===== config.mk =====
export PLATFORM = sky130hd
export DESIGN_NAME = bin_to_bcd_div_seq
export DESIGN_NICKNAME = d
export VERILOG_FILES = /design/src/rtl/bin_to_bcd_div_seq_pkg.sv /design/src/rtl/bin_to_bcd_div_seq.sv
export SDC_FILE = /design/constraint.sdc
export NUM_CORES = 1
export LEC_CHECK = 0
export BUFFER_PORTS_ARGS = -buffer_cell sky130_fd_sc_hd__buf_2
export CAP_MARGIN = 20
export CORE_MARGIN = 1
export CORE_UTILIZATION = 52
export CTS_BUF_LIST = sky130_fd_sc_hd__clkbuf_8 sky130_fd_sc_hd__clkbuf_16
export DETAILED_ROUTE_END_ITERATION = 16
export PLACE_DENSITY = 0.91
export SLEW_MARGIN = 20
export SYNTH_ARGS = -nofsm -noshare
export SYNTH_HDL_FRONTEND = slang
export SYNTH_SLANG_ARGS = --single-unit
export TNS_END_PERCENT = 5

===== constraint.sdc =====
create_clock -name Clk -period 3.45 [get_ports Clk]
set_input_delay 0.69 -clock Clk [delete_from_list [all_inputs] [get_ports Clk]]
set_output_delay 0.69 -clock Clk [all_outputs]
set_load 0.1 [all_outputs]

===== src/rtl/bin_to_bcd_div_seq_pkg.sv =====
// Shared types and constants for the divider-driven binary-to-BCD sequencer.
package bin_to_bcd_div_seq_pkg;

    typedef enum logic [2:0] {
        ST_IDLE    = 3'd0,
        ST_ISSUE   = 3'd1,
        ST_WAIT    = 3'd2,
        ST_CAPTURE = 3'd3,
        ST_DONE    = 3'd4
    } state_e;

    localparam int DEC_RADIX = 10;
    localparam int BCD_W     = 4;

endpackage


===== src/rtl/bin_to_bcd_div_seq.sv =====
// Binary-to-BCD converter that peels off one decimal digit per divide-by-10,
// using an external combinational divider with a fixed settle time.
module bin_to_bcd_div_seq
    import bin_to_bcd_div_seq_pkg::*;
#(
    parameter int WIDTH       = 8,
    parameter int DIGITS      = 3,
    parameter int DIV_LATENCY = 1
) (
    input  logic                         Clk,
    input  logic                         nRst,
    input  logic                         InValid,
    output logic                         InReady,
    input  logic [WIDTH-1:0]             InValue,
    output logic                         OutValid,
    input  logic                         OutReady,
    output logic [BCD_W*DIGITS-1:0]      OutBcd,
    output logic [$clog2(DIGITS+1)-1:0]  OutDigits,
    output logic [WIDTH-1:0]             DivDividend,
    output logic [WIDTH-1:0]             DivDivider,
    input  logic [WIDTH-1:0]             DivQuotient,
    input  logic [WIDTH-1:0]             DivRemainder
);

    localparam int DCNT_W = $clog2(DIGITS + 1);

    state_e                    state_q, state_d;
    logic [WIDTH-1:0]          work_q, work_d;
    logic [BCD_W*DIGITS-1:0]   bcd_q, bcd_d;
    logic [DCNT_W-1:0]         digits_q, digits_d;
    logic [DCNT_W-1:0]         idx_q, idx_d;
    logic [3:0]                cnt_q, cnt_d;
    logic                      unused_rem_s;

    // Only the low nibble of the remainder can hold a decimal digit.
    assign unused_rem_s = ^DivRemainder[WIDTH-1:BCD_W];

    assign InReady     = (state_q == ST_IDLE);
    assign OutValid    = (state_q == ST_DONE);
    assign OutBcd      = bcd_q;
    assign OutDigits   = digits_q;
    assign DivDividend = work_q;
    assign DivDivider  = WIDTH'(DEC_RADIX);

    // State and datapath registers; nRst aborts any conversion in flight.
    always_ff @(posedge Clk or negedge nRst) begin
        if (!nRst) begin
            state_q  <= ST_IDLE;
            work_q   <= '0;
            bcd_q    <= '0;
            digits_q <= '0;
            idx_q    <= '0;
            cnt_q    <= 4'd0;
        end else begin
            state_q  <= state_d;
            work_q   <= work_d;
            bcd_q    <= bcd_d;
            digits_q <= digits_d;
            idx_q    <= idx_d;
            cnt_q    <= cnt_d;
        end
    end

    // Next-state and datapath update for the issue/wait/capture digit loop.
    always_comb begin
        state_d  = state_q;
        work_d   = work_q;
        bcd_d    = bcd_q;
        digits_d = digits_q;
        idx_d    = idx_q;
        cnt_d    = cnt_q;
        case (state_q)
            ST_IDLE: begin
                if (InValid) begin
                    work_d  = InValue;
                    bcd_d   = '0;
                    idx_d   = '0;
                    state_d = ST_ISSUE;
                end else begin
                    state_d = ST_IDLE;
                end
            end
            ST_ISSUE: begin
                cnt_d = 4'(DIV_LATENCY);
                if (DIV_LATENCY == 0) begin
                    state_d = ST_CAPTURE;
                end else begin
                    state_d = ST_WAIT;
                end
            end
            ST_WAIT: begin
                cnt_d = cnt_q - 4'd1;
                if (cnt_q <= 4'd1) begin
                    state_d = ST_CAPTURE;
                end else begin
                    state_d = ST_WAIT;
                end
            end
            ST_CAPTURE: begin
                for (int d = 0; d < DIGITS; d++) begin
                    if (idx_q == DCNT_W'(d)) begin
                        bcd_d[d*BCD_W +: BCD_W] = DivRemainder[BCD_W-1:0];
                    end else begin
                        bcd_d[d*BCD_W +: BCD_W] = bcd_q[d*BCD_W +: BCD_W];
                    end
                end
                work_d   = DivQuotient;
                digits_d = idx_q + DCNT_W'(1);
                // Stop early once the quotient runs out: leading zeros are not digits.
                if ((DivQuotient == '0) || (idx_q == DCNT_W'(DIGITS - 1))) begin
                    state_d = ST_DONE;
                end else begin
                    idx_d   = idx_q + DCNT_W'(1);
                    state_d = ST_ISSUE;
                end
            end
            ST_DONE: begin
                if (OutReady) begin
                    state_d = ST_IDLE;
                end else begin
                    state_d = ST_DONE;
                end
            end
            default: begin
                state_d = ST_IDLE;
            end
        endcase
    end

endmodule


==> results_dict.tcl <==
set metrics [dict create \
    gr-total-overflow 0 \
    drt_wl_total_um 3350 \
    violations "DRC" \
    rr_worst_depth 4 \
    cts_hold_buf 0 \
    cp_slowest_cell "dfrtp_1" \
    min_period_ns 2.42 \
    hp-class "in2async" \
    worstSetupEndpointType "output port" \
    die_y_um 57.0 \
    core_area_mm2 0.00281 \
    drt-vias-per-instance 5.77 \
    fin_tns_setup_ns 0 \
    postCtsSetupBuffers 0 \
    drt_first_iter_violations 68 \
    grt_max_degree 32 \
    syn_to_final_growth_pct 18.6 \
    setup_viol 0 \
    period_share_pct 70.1 \
    outcome "complete, but fails checks" \
    use_met1_pct 26.5 \
    antenna_found_initial 0 \
    clock_sinks 31 \
    synth_top_area_share_pct 49.4 \
    htree_levels 2 \
    cts_resized 0 \
    synth_area_leaders "dfrtp_1, a32o_1, mux2i_1" \
    synth_cells 145 \
    use_met3_pct 5.44 \
    slew_headroom_pct 55.4 \
    cts-root-buf "clkbuf_8" \
    place.gp.congestion 0.787 \
    path_class "reg2out" \
    n_fill_cell 219 \
    path_clk_slew_ns 0.06 \
    pin_count 60 \
    io_buffers 47 \
    worstMarginPinSlew_ns 0.669 \
    clk-insertion-delay-late_ns 0.28 \
    clock_path_buffers 2 \
    path_cells "nor3_1 -> buf_2" \
    drv_cap 0 \
    multi_input_area_um2 689 \
    ant_nets 0 \
    initial_utilization_pct 56.0 \
    skew_ns 0.00448 \
    drtPass1Iterations 11 \
    netlist_area_mm2 0.00157 \
    drc 11 \
    worstPathMaxFanout 18 \
    max_freq_ghz 0.413 \
    synth.distinct_cells 35 \
    ff_latch_area_um2 776 \
    crit_buf_inv 1 \
    grt_pass1_vias 1293 \
    critPathLaunchType "register" \
    grt_usage_pct 22.1 \
    routed-via-count 1287 \
    syn_area_per_cell_um2 10.8 \
    dp_hpwl_um 2400 \
    report.final.slew_viol_count 0 \
    synth_top_area_cell "dfrtp_1" \
    synth_warnings 0 \
    grt_pass1_wl_um 5530 \
    rsz0062_at_grt "false" \
    cts_tree "built" \
    die-area_mm2 0.00325 \
    slowest_delay_ns 0.58 \
    timing.rr.start "state_q[0]" \
    worstPathRequired_ns 2.76 \
    ys_seq_area_share_pct 49.4 \
    synth_seq_cells 31 \
    cpLargestDelayFamily "flip-flops" \
    rows 19 \
    worstPathArrival_ns 1.73 \
    cts_buffers 5 \
    busiest_layer "met2" \
    met2_usage_pct 37.1 \
    r2r_setup_slack_ns 1.67 \
    die_w_um 57.0 \
    avgRoutedWirePerCell_um 15.0 \
    drive_above_1_share_pct 32.8 \
    n_antenna_cell 0 \
    timing.rr.end "idx_q[0]" \
    final_nets 224 \
    hold_violations 0 \
]
per-layer routing:
layer | part of all wire, % | vias to the layer above
li1 | - | 599
met1 | 42 | 625
met2 | 50 | 56
met3 | 7.0 | 7
met4 | 1.3 | 0
met5 | 0 | -
cell usage in the layout (no fill, tap or decap), drive strengths merged, types with 4 or more instances in the layout:
| cell | count |
|---|---|
| mux2i | 9 |
| o21ai | 5 |
| clkbuf | 5 |
| conb | 8 |
| ha | 5 |
| a21oi | 12 |
| inv | 7 |
| dfrtp | 31 |
| nor2 | 14 |
| buf | 49 |
| a32o | 12 |
| nand3 | 4 |
cells by family after synthesis:
logic type                 share of synthesized area [%]
adders and majority gates                           3.98
other                                              0.478
AOI/OAI and AO/OA                                   17.5
and+or+nand+nor                                     11.7
buffers and inverters                               8.52
DFF                                                 49.4
xor gates and xnor gates                           0.557
muxes                                               7.88
Yosys cell counts:
cell type  number
dfrtp_1        31
nor2_1         14
a21oi_1        12
a32o_1         12
buf_4           9
mux2i_1         9
inv_1           7
buf_2           5
ha_1            5
nand3_1         4
o21ai_0         4
a21o_1          3
and2_1          2
conb_1          2
mux2_2          2
nand2_1         2
nor3_1          2
nor4_1          2
nor4b_1         2
a211o_1         1
a22oi_1         1
and2b_4         1
buf_6           1
clkbuf_1        1
mux2_1          1
nand3b_1        1
nor3b_1         1
nor4b_2         1
o211ai_1        1
o21ai_1         1
o22a_1          1
o22ai_1         1
o2bb2ai_1       1
or3b_4          1
xnor2_1         1
through the flow:
step | utilization (%) | hold slack, ns | area (um^2) | std cells | setup slack, ns
2_1_floorplan | - | 0.394 | 1600 | 151 | -0.0153
3_3_place_gp | 63.5 | 0.462 | 1780 | 215 | 1.39
3_5_place_dp | 63.5 | 0.475 | 1780 | 215 | 1.35
4_1_cts | 66.5 | 0.460 | 1860 | 223 | 1.05
5_1_grt | 66.5 | 0.493 | 1860 | 223 | 0.964
6_report | 66.5 | 0.438 | 1860 | 223 | 1.03
how the worst max path moves through the flow:
stage	startpoint	slack, ns	depth (start not counted)	endpoint
after global routing	state_q[0]	0.96	2	InReady
after detailed placement	state_q[0]	1.35	2	InReady
final	state_q[0]	1.03	2	InReady
after CTS	state_q[0]	1.05	2	InReady
after floorplan	state_q[0]	-0.02	3	InReady
after global placement	state_q[0]	1.39	2	InReady
state kept, by name, indices dropped and copies added, names as in the netlist:
| name | count |
|---|---|
| cnt_q | 4 |
| OutDigits | 2 |
| DivDividend | 8 |
| OutBcd | 12 |
| idx_q | 2 |
| state_q | 3 |
layout make-up:
class | instances | area share, %
clock buffers | 5 | 3.69
flip-flops and latches | 31 | 41.6
clock inverters | 3 | 0.805
inverters | 7 | 1.41
repair buffers | 49 | 13.4
well taps | 31 | 2.08
multi-input cells | 97 | 37.0
Power is not shown: default switching activity piles up to over one toggle a cycle in this logic, so the estimate is an artifact.
